===== src/rtl/commit_pkg.sv =====
// Shared encodings and defaults for the in-order commit unit.
package commit_pkg;

  localparam int unsigned ROB_WIDTH_DEFAULT    = 4;
  localparam int unsigned FLUSH_CYCLES_DEFAULT = 2;
  localparam int unsigned TYPE_W               = 2;
  localparam int unsigned REG_W                = 5;
  localparam int unsigned DATA_W               = 32;

  // Instruction class reported by the ROB head
  typedef enum logic [TYPE_W-1:0] {
    TYPE_ALU    = 2'd0,
    TYPE_STORE  = 2'd1,
    TYPE_BRANCH = 2'd2,
    TYPE_HALT   = 2'd3
  } head_type_e;

  // Retirement controller states
  typedef enum logic [1:0] {
    ST_RUN        = 2'd0,
    ST_WAIT_STORE = 2'd1,
    ST_FLUSH      = 2'd2,
    ST_HALTED     = 2'd3
  } commit_state_e;

endpackage


===== src/rtl/commit_unit.sv =====
// In-order retirement: pops the ROB head, writes the register file one cycle
// later, releases stores through an LSB handshake and redirects on mispredict.
module commit_unit
  import commit_pkg::*;
#(
  parameter int unsigned ROB_WIDTH    = ROB_WIDTH_DEFAULT,
  parameter int unsigned FLUSH_CYCLES = FLUSH_CYCLES_DEFAULT
) (
  input  logic                 clockIn,
  input  logic                 resetIn,
  input  logic                 headValid,
  input  logic                 headReady,
  input  logic [TYPE_W-1:0]    headType,
  input  logic [ROB_WIDTH-1:0] headRobId,
  input  logic [REG_W-1:0]     headDest,
  input  logic [DATA_W-1:0]    headValue,
  input  logic                 headMispredict,
  input  logic [DATA_W-1:0]    headTarget,
  output logic                 headPop,
  output logic                 regUpdateValid,
  output logic [REG_W-1:0]     regUpdateDest,
  output logic [DATA_W-1:0]    regUpdateValue,
  output logic [ROB_WIDTH-1:0] regUpdateRobId,
  output logic                 storeCommitValid,
  output logic [ROB_WIDTH-1:0] storeCommitRobId,
  input  logic                 storeCommitAck,
  output logic                 clearOut,
  output logic                 pcRedirectValid,
  output logic [DATA_W-1:0]    pcRedirect,
  output logic                 halted,
  output logic [DATA_W-1:0]    retiredCount
);

  localparam int unsigned CNT_W = $clog2(FLUSH_CYCLES + 1);

  commit_state_e          state_q, state_d;
  logic [CNT_W-1:0]       cnt_q, cnt_d;
  head_type_e             head_type;
  logic                   can_retire;

  logic                   reg_vld_d;
  logic [REG_W-1:0]       reg_dest_d;
  logic [DATA_W-1:0]      reg_val_d;
  logic [ROB_WIDTH-1:0]   reg_id_d;
  logic                   st_vld_d;
  logic [ROB_WIDTH-1:0]   st_id_d;
  logic                   clr_d;
  logic [DATA_W-1:0]      redir_d;
  logic                   halted_d;

  assign head_type  = head_type_e'(headType);
  assign can_retire = headValid && headReady;

  // Next state, combinational pop and next values of the registered outputs
  always_comb begin
    state_d    = state_q;
    cnt_d      = cnt_q;
    headPop    = 1'b0;
    reg_vld_d  = 1'b0;
    reg_dest_d = '0;
    reg_val_d  = '0;
    reg_id_d   = '0;
    st_vld_d   = 1'b0;
    st_id_d    = '0;
    clr_d      = 1'b0;
    redir_d    = '0;
    halted_d   = halted;

    case (state_q)
      ST_RUN: begin
        if (can_retire) begin
          case (head_type)
            TYPE_STORE: begin
              // Store stays in the ROB until the LSB accepts the release
              st_vld_d = 1'b1;
              st_id_d  = headRobId;
              state_d  = ST_WAIT_STORE;
            end
            TYPE_HALT: begin
              headPop  = 1'b1;
              halted_d = 1'b1;
              state_d  = ST_HALTED;
            end
            default: begin
              // ALU/LOAD and branches retire with an optional register write
              headPop = 1'b1;
              if (headDest != '0) begin
                reg_vld_d  = 1'b1;
                reg_dest_d = headDest;
                reg_val_d  = headValue;
                reg_id_d   = headRobId;
              end
              if ((head_type == TYPE_BRANCH) && headMispredict) begin
                clr_d   = 1'b1;
                redir_d = headTarget;
                cnt_d   = CNT_W'(FLUSH_CYCLES);
                state_d = ST_FLUSH;
              end
            end
          endcase
        end
      end
      ST_WAIT_STORE: begin
        if (storeCommitAck) begin
          headPop = 1'b1;
          state_d = ST_RUN;
        end else begin
          st_vld_d = 1'b1;
          st_id_d  = storeCommitRobId;
        end
      end
      ST_FLUSH: begin
        cnt_d = cnt_q - CNT_W'(1);
        if (cnt_q == CNT_W'(1)) begin
          state_d = ST_RUN;
        end
      end
      ST_HALTED: begin
        state_d = ST_HALTED;
      end
      default: begin
        state_d = ST_RUN;
      end
    endcase
  end

  // State and drain counter
  always_ff @(posedge clockIn or negedge resetIn) begin
    if (!resetIn) begin
      state_q <= ST_RUN;
      cnt_q   <= '0;
    end else begin
      state_q <= state_d;
      cnt_q   <= cnt_d;
    end
  end

  // Registered retirement outputs and the retire counter
  always_ff @(posedge clockIn or negedge resetIn) begin
    if (!resetIn) begin
      regUpdateValid   <= 1'b0;
      regUpdateDest    <= '0;
      regUpdateValue   <= '0;
      regUpdateRobId   <= '0;
      storeCommitValid <= 1'b0;
      storeCommitRobId <= '0;
      clearOut         <= 1'b0;
      pcRedirectValid  <= 1'b0;
      pcRedirect       <= '0;
      halted           <= 1'b0;
      retiredCount     <= '0;
    end else begin
      regUpdateValid   <= reg_vld_d;
      regUpdateDest    <= reg_dest_d;
      regUpdateValue   <= reg_val_d;
      regUpdateRobId   <= reg_id_d;
      storeCommitValid <= st_vld_d;
      storeCommitRobId <= st_id_d;
      clearOut         <= clr_d;
      pcRedirectValid  <= clr_d;
      pcRedirect       <= redir_d;
      halted           <= halted_d;
      retiredCount     <= retiredCount + DATA_W'(headPop);
    end
  end

endmodule

===== config.mk =====
export PLATFORM = sky130hd
export DESIGN_NAME = commit_unit
export DESIGN_NICKNAME = d
export VERILOG_FILES = /design/src/rtl/commit_pkg.sv /design/src/rtl/commit_unit.sv
export SDC_FILE = /design/constraint.sdc
export NUM_CORES = 1
export LEC_CHECK = 0
export CAP_MARGIN = 5
export CORE_MARGIN = 2
export CORE_UTILIZATION = 46
export CTS_BUF_LIST = sky130_fd_sc_hd__clkbuf_4
export CTS_CLUSTER_SIZE = 40
export DETAILED_ROUTE_END_ITERATION = 16
export GPL_ROUTABILITY_DRIVEN = 0
export HOLD_SLACK_MARGIN = 0.1
export PLACE_DENSITY = 0.95
export SLEW_MARGIN = 25
export SYNTH_ARGS = -nofsm -noshare
export SYNTH_HDL_FRONTEND = slang
export SYNTH_SLANG_ARGS = --single-unit

===== constraint.sdc =====
create_clock -name clockIn -period 3.5 [get_ports clockIn]
set_clock_uncertainty 0.05 [all_clocks]
set_input_delay 0.7 -clock clockIn [delete_from_list [all_inputs] [get_ports clockIn]]
set_output_delay 0.7 -clock clockIn [all_outputs]
set_load 0.01 [all_outputs]

==> results.toml, run 1 <==
[run_status]
status = "finished, final reports clean"

[layout]
diodes = 0
regArea_mm2 = 0.00293
multi_input_area_mm2 = 0.00135
area_growth_pct = 52.8
layout-drive-gt1-share_pct = 7.82
fin_area_mm2 = 0.00665
fin_nets = 610
fillers = 591
final_cell_mix = "clkdlybuf4s50_1, dfrtp_1, and2_1"
mostFrequentLayoutCell = "clkdlybuf4s50_1"

[placement]
dp_hpwl_mm = 8.19
pre_cts_ws_ns = 0.0725
port_buffers = 195
place_area_mm2 = 0.00642

[power]
power_mw = 2.80
peakVddDrop_mv = 0.264
power.density_mw_per_mm2 = 422
p_leak_nw = 3.02

[synth]
ys_seq_area_share_pct = 67.3
ys_ff_latch = 117
synthTopCellsByArea = "dfrtp_1, and2_1, xnor2_1, nor4_4, xor2_1"
async_reset_ff_share_pct = 100
yosysTopAreaCell = "dfrtp_1"
synth_ff_type = "dfrtp_1"
synth_cells = 319
synth_fp_nets = 403
synth_edf_count = 0
syn_area_per_cell_um2 = 13.6
syn_area_mm2 = 0.00435
synth_top_area_share_pct = 67.3
synth_cell_type_count = 39
synth_warnings = 0

[setup_path]
cp_max_fo = 5
critPathLaunchType = "input port"
cp_slowest_cell = "clkdlybuf4s50_1"
crit_top_cell = "clkdlybuf4s50_1"
cp_num_buf_inv = 2
critical_path_class = "in2out"
cp_top_family = "buffers and inverters"
critPathMaxStageDelay_ns = 0.63
cp.required_ns = 2.75
worstPathCellList = "clkdlybuf4s50_1, and3b_1, o21ai_0, a21oi_1, clkdlybuf4s50_1"
reg2reg_slack_ns = 0.74
crit_arrival_ns = 2.54
end_kind = "output pin"

[sta]
whs_ns = 0.191
worst_slack_ns = 0.209
final_max_slew_viol_count = 0
tightest_slew_ns = 0.594
rsz0062_at_grt = "false"
min_period_over_period_pct = 94.0
max_clock_freq_mhz = 304
fin_setup_tns_ns = 0
hold_viol = 0
min_period_ns = 3.29
slew_headroom_pct = 60.4
setup_violations = 0

[grt]
grt_pass1_vias = 3422
overflow = 0
antenna_found_initial = 0
grt_max_degree = 72
grt_pass1_wl_mm = 16.8
grt.total_usage_pct = 21.8

[die]
fp.dieW_um = 101
dieHeight_um = 101
dieArea_mm2 = 0.0102
core_mm2 = 0.00920
row_count = 35
initial_core_util_pct = 47.3
boundaryPins = 196

[clocking]
cts_tree = "built"
root_buffer = "clkbuf_4"
hold_buffers = 0
clkTransAtPathRegs_ns = 0.09
htree_levels = 4
clockBufferDepth = 2
numCtsBuffers = 17
cts_resized = 0
clock_latency_ns = 0.46
cts.sinks = 117
post_cts_buffers = 0

[job]
cap_violations = 0

[route]
wirelength_mm = 10.7
vias = 3197
ant_nets = 0
wire_per_inst_um = 16.5
detail_route.iter0.violations = 121
viasPerCell = 4.93
first_pass_iters = 4
drc = 0

[worst_hold_path]
hold_class = "in2async"
-- per-layer routing --
| metal | track usage, % | part of all wire [%] | vias to the layer above |
|---|---|---|---|
| met5 | 0 | 0 | - |
| met4 | 10.1 | 2.3 | 0 |
| met3 | 8.01 | 7.2 | 21 |
| met2 | 37.6 | 53 | 141 |
| met1 | 23.9 | 37 | 1565 |
| li1 | - | - | 1470 |
-- final cells by class --
cell class	count	share of cell area, %
multi-input combinational	186	20.3
sequential	117	44.1
clock buffer	18	2.03
inverter	7	0.395
tap	111	2.09
timing repair buffer	197	29.7
clock inverter	12	1.37
-- cell families after synthesis --
logic type	Yosys count	synth area share, %
buffers and inverters	16	1.64
xor gates and xnor gates	31	6.24
AOI/OAI and AO/OA	16	2.73
DFF	117	67.3
and+or+nand+nor	135	20.9
adders and majority gates	3	0.863
muxes	1	0.230
-- through the flow --
stage	util [%]	cells
final	72.3	648
after global routing	72.3	648
after CTS	72.3	648
after detailed placement	69.8	618
after global placement	69.8	618
after floorplan	-	319
-- power by group --
group | total [mW] | internal (mW) | switching, mW | leakage [nW]
Clock | 0.803 | 0.340 | 0.463 | 0.120
Sequential | 1.53 | 1.44 | 0.0936 | 1.60
Combinational | 0.465 | 0.280 | 0.185 | 1.31
-- Yosys cell counts (2+ instances only) --
cell type and number:
nor2_1 6, clkbuf_1 2, a22o_1 4, nand4_2 2
nand3_1 11, xor2_1 7, and4_1 2, nand2_1 11
inv_1 7, nor3_1 2, and3_1 5, a21oi_1 2
clkbuf_2 3, xnor2_1 24, dfrtp_1 117, nand4_1 9
and2_1 73, o21ai_0 5, nor4_4 3, buf_2 3
ha_1 3
-- worst register-to-register path: stages (launching register included) --
cell,delay (ns)
dfrtp_1,0.46
and3b_1,0.33
o21ai_0,0.11
a21oi_1,0.36
ha_1,0.32
nand4_1,0.19
nor4_4,0.45
nand4_1,0.20
xnor2_1,0.17
-- state kept, by name, indices dropped and copies added, names as in the netlist --
signal	count
regUpdateValue	32
retiredCount	32
storeCommitValid	1
pcRedirect	32
state_q	2
cnt_q	2
storeCommitRobId	4
pcRedirectValid	1
regUpdateValid	1
regUpdateRobId	4
regUpdateDest	5
halted	1
-- worst paths after layout --
path / from / endpoint / depth (start not counted)
worst max-delay path: headValid / headPop / 5
worst min-delay path: resetIn / pcRedirect[2]$_DFF_PN0_ / 1
worst max register to register: state_q[0]$_DFFE_PN0P_ / retiredCount[19]$_DFF_PN0_ / 8
worst min register to register: halted$_DFFE_PN0P_ / halted$_DFFE_PN0P_ / 1
max in group asynchronous: resetIn / regUpdateValid$_DFF_PN0_ / 2
min in group clockIn: halted$_DFFE_PN0P_ / halted$_DFFE_PN0P_ / 1
(Power assumes the default switching activity.)
==> run 2, diff against run 1 <==
Settings changed: CORE_UTILIZATION 46 to 45, SLEW_MARGIN 25 to 20.
==> results.toml, run 2 (same netlist as run 1, synthesis figures left out) <==
[sta]
slew_headroom_pct = 58.8
max_clock_freq_mhz = 302
final_max_slew_viol_count = 0
fin_setup_tns_ns = 0
hold_viol = 0
rsz0062_at_grt = "false"
setup_violations = 0
worst_slack_ns = 0.186
min_period_ns = 3.31
tightest_slew_ns = 0.618
min_period_over_period_pct = 94.7
whs_ns = 0.161

[placement]
pre_cts_ws_ns = 0.0995
dp_cells = 637
port_buffers = 195
dp_hpwl_mm = 8.22
place_area_mm2 = 0.00644

[route]
viasPerCell = 4.72
wire_per_inst_um = 15.9
wirelength_mm = 10.6
first_pass_iters = 4
ant_nets = 0
detail_route.iter0.violations = 79
vias = 3159
drc = 0

[setup_path]
cp_max_fo = 5
crit_arrival_ns = 2.56
cp_slowest_cell = "clkdlybuf4s50_1"
end_kind = "output pin"
critical_path_class = "in2out"
critPathMaxStageDelay_ns = 0.63
cp_num_buf_inv = 2
crit_top_cell = "clkdlybuf4s50_1"
cp.required_ns = 2.75
critPathLaunchType = "input port"
cp_top_family = "buffers and inverters"
worstPathCellList = "clkdlybuf4s50_1, and3b_1, o21ai_0, a21oi_1, clkdlybuf4s50_1"

[grt]
overflow = 0
grt_pass1_wl_mm = 16.4
grt_pass1_vias = 3312
grt_max_degree = 50
grt.total_usage_pct = 21.2
antenna_found_initial = 0

[clocking]
htree_levels = 4
hold_buffers = 0
clkTransAtPathRegs_ns = 0.11
post_cts_buffers = 0
clock_latency_ns = 0.47
clockBufferDepth = 2
cts_resized = 0
numCtsBuffers = 17
root_buffer = "clkbuf_4"
cts.sinks = 117
cts_tree = "built"

[layout]
fin_util_pct = 72.3
diodes = 0
layout-drive-gt1-share_pct = 8.89
area_growth_pct = 55.1
top_regs = "pcRedirect (32), regUpdateValue (32), retiredCount (32)"
final_cell_mix = "clkdlybuf4s50_1, dfrtp_1, and2_1"
mostFrequentLayoutCell = "clkdlybuf4s50_1"
fin_area_mm2 = 0.00674
instances_no_fill = 669
fin_nets = 611

[power]
seq_power_share_pct = 50.7
sw_frac_of_total_pct = 26.6
power.density_mw_per_mm2 = 449
p_sw_mw = 0.804
combPwrFrac_pct = 15.5
power_mw = 3.03
power.internal_mw = 2.22
p_leak_nw = 3.06
peakVddDrop_mv = 0.265
power.share.clock_pct = 33.8

[die]
core_mm2 = 0.00933
fp.dieW_um = 102
boundaryPins = 196
dieArea_mm2 = 0.0105
dieHeight_um = 102
initial_core_util_pct = 46.6
row_count = 35

[job]
cap_violations = 0

[run_status]
status = "finished, final reports clean"

[worst_hold_path]
hold_class = "in2async"
[run 2: worst register-to-register path, cell delays in order, from the launching register on]
cell and delay, ns:
dfrtp_1 0.45, and3b_1 0.32, o21ai_0 0.13, a21oi_1 0.37, ha_1 0.30, nand4_2 0.19, or2_0 0.38, nor4_4 0.32
xor2_1 0.16
[run 2: final cells by class]
type / instances / area (um^2)
clock inverter: 15 / 180
clock buffer: 17 / 128
tap: 129 / 161
inverter: 7 / 26.3
fill: 642 / 2580
timing repair buffer: 198 / 1970
sequential: 117 / 2930
multi-input combinational: 186 / 1350
[run 2: final timing paths]
| check | from | end | slack [ns] | cells after the start |
|---|---|---|---|---|
| worst max-delay path | headReady | headPop | 0.19 | 5 |
| worst min-delay path | resetIn | retiredCount[6]$_DFF_PN0_ | 0.16 | 1 |
| worst max register to register | state_q[0]$_DFFE_PN0P_ | retiredCount[22]$_DFF_PN0_ | 0.76 | 8 |
| worst min register to register | retiredCount[31]$_DFF_PN0_ | retiredCount[31]$_DFF_PN0_ | 0.43 | 1 |
| max in group asynchronous | resetIn | retiredCount[19]$_DFF_PN0_ | 2.32 | 2 |
| min in group clockIn | retiredCount[31]$_DFF_PN0_ | retiredCount[31]$_DFF_PN0_ | 0.43 | 1 |
[run 2: routing by layer]
metal	track usage (%)	routed length (um)	up-vias
li1	-	-	1475
met1	22.2	3790	1548
met2	37.5	5790	120
met3	9.17	831	16
met4	8.72	205	0
met5	0	0	-
[run 2: power by group through the flow]
stage                     Clock (mW)  Sequential [mW]  Combinational, mW
after CTS                       1.06             1.53              0.477
final                           1.02             1.53              0.470
after detailed placement           0             1.56              0.473
after global placement             0             1.55              0.454
after global routing            1.12             1.54              0.508
after floorplan                    0             1.57              0.144
==> run 3, diff against run 2 <==
Settings changed: CORE_MARGIN 2 to 1, CORE_UTILIZATION 45 to 40, PLACE_DENSITY 0.95 to 0.86.
==> results.toml, run 3 (same netlist as run 1, synthesis figures left out) <==
[placement]
dp_hpwl_mm = 7.80
dp_cells = 643
pre_cts_ws_ns = 0.149
port_buffers = 195
place_area_mm2 = 0.00645

[sta]
hold_viol = 0
rsz0062_at_grt = "false"
min_period_ns = 3.25
worst_slack_ns = 0.249
setup_violations = 0
max_clock_freq_mhz = 308
final_max_slew_viol_count = 0
min_period_over_period_pct = 92.9
fin_setup_tns_ns = 0
slew_headroom_pct = 52.9
tightest_slew_ns = 0.706

[clocking]
cts_resized = 0
cts_tree = "built"
root_buffer = "clkbuf_4"
htree_levels = 4
clockBufferDepth = 2
numCtsBuffers = 17
post_cts_buffers = 0
clock_latency_ns = 0.49
hold_buffers = 0
clkTransAtPathRegs_ns = 0.11
cts.sinks = 117

[layout]
fillers = 823
fin_util_pct = 64.5
fin_nets = 610
mostFrequentLayoutCell = "clkdlybuf4s50_1"
multi_input_area_mm2 = 0.00135
diodes = 0
fin_area_mm2 = 0.00672
instances_no_fill = 675
regArea_mm2 = 0.00293
layout-drive-gt1-share_pct = 8.91
final_cell_mix = "clkdlybuf4s50_1, dfrtp_1, and2_1"
area_growth_pct = 54.6
top_regs = "pcRedirect (32), regUpdateValue (32), retiredCount (32)"

[route]
detail_route.iter0.violations = 150
vias = 3074
wirelength_mm = 10.4
ant_nets = 0
first_pass_iters = 4
wire_per_inst_um = 15.4
viasPerCell = 4.55
drc = 0

[setup_path]
cp.required_ns = 2.75
critPathLaunchType = "input port"
crit_arrival_ns = 2.50
reg2reg_depth = 8
reg2reg_slack_ns = 0.80
end_kind = "output pin"
r2r-end = "retiredCount[25]$_DFF_PN0_"
critical_path_class = "in2out"
cp_max_fo = 5
r2r_start = "state_q[0]$_DFFE_PN0P_"

[grt]
grt_pass1_vias = 3159
grtUsageMet1_pct = 21.0
busiest_layer = "met2"
met3_usage_pct = 7.97
grtUsageMet2_pct = 34.0
grt_max_degree = 63
grt.total_usage_pct = 19.4
grt_pass1_wl_mm = 16.3
antenna_found_initial = 0
overflow = 0

[run_status]
status = "finished, final reports clean"

[worst_hold_path]
hold_class = "in2async"

[job]
cap_violations = 0

[power]
p_leak_nw = 3.05
power.density_mw_per_mm2 = 436
peakVddDrop_mv = 0.287

[die]
fp.dieW_um = 106
initial_core_util_pct = 41.7
dieHeight_um = 106
core_mm2 = 0.0104
row_count = 37
boundaryPins = 196
dieArea_mm2 = 0.0113
run 3: changes by cell type in the layout (fill, tap and decap cells not counted), sizes merged:
cell	change
inv	+3
bufinv	-2
buf	-1
clkinvlp	-1
run 3: per-stage QoR:
step           total power [mW]  hold WS (ns)
2_1_floorplan              1.71         0.354
3_3_place_gp               2.01         0.396
3_5_place_dp               2.03         0.397
4_1_cts                    2.97         0.169
5_1_grt                    3.09         0.173
6_report                   2.93         0.192
run 3: worst max path at each step:
stage	from	to	slack, ns
final	headValid	headPop	0.25
after CTS	headValid	headPop	0.24
after global routing	headValid	headPop	0.18
after global placement	headValid	retiredCount[31]$_DFF_PN0_	0.22
after detailed placement	headValid	retiredCount[25]$_DFF_PN0_	0.15
after floorplan	headValid	retiredCount[22]$_DFF_PN0_	0.83
run 3: per-layer routing:
layer	up-vias	wire [um]
met4	0	81
met3	7	771
met1	1487	3880
li1	1465	-
met2	115	5640
met5	-	0
run 3: where the power goes:
group	switching [mW]	total [mW]	internal, mW
registers	0.0896	1.53	1.44
clock network	0.568	0.936	0.368
logic	0.184	0.465	0.281
total	0.842	2.93	2.09
run 3: critical path, stage by stage:
cell and delay, ns:
clkdlybuf4s50_1 0.47, and3b_1 0.24, o21ai_0 0.12, a21oi_1 0.34
clkdlybuf4s50_1 0.63
run 3: area by class of cell:
class	instances	share of cell area, %
flip-flops and latches	117	43.6
repair buffers	197	29.4
clock buffers	17	1.90
clock inverters	15	2.16
inverters	7	0.391
multi-input cells	186	20.1
well taps	136	2.53
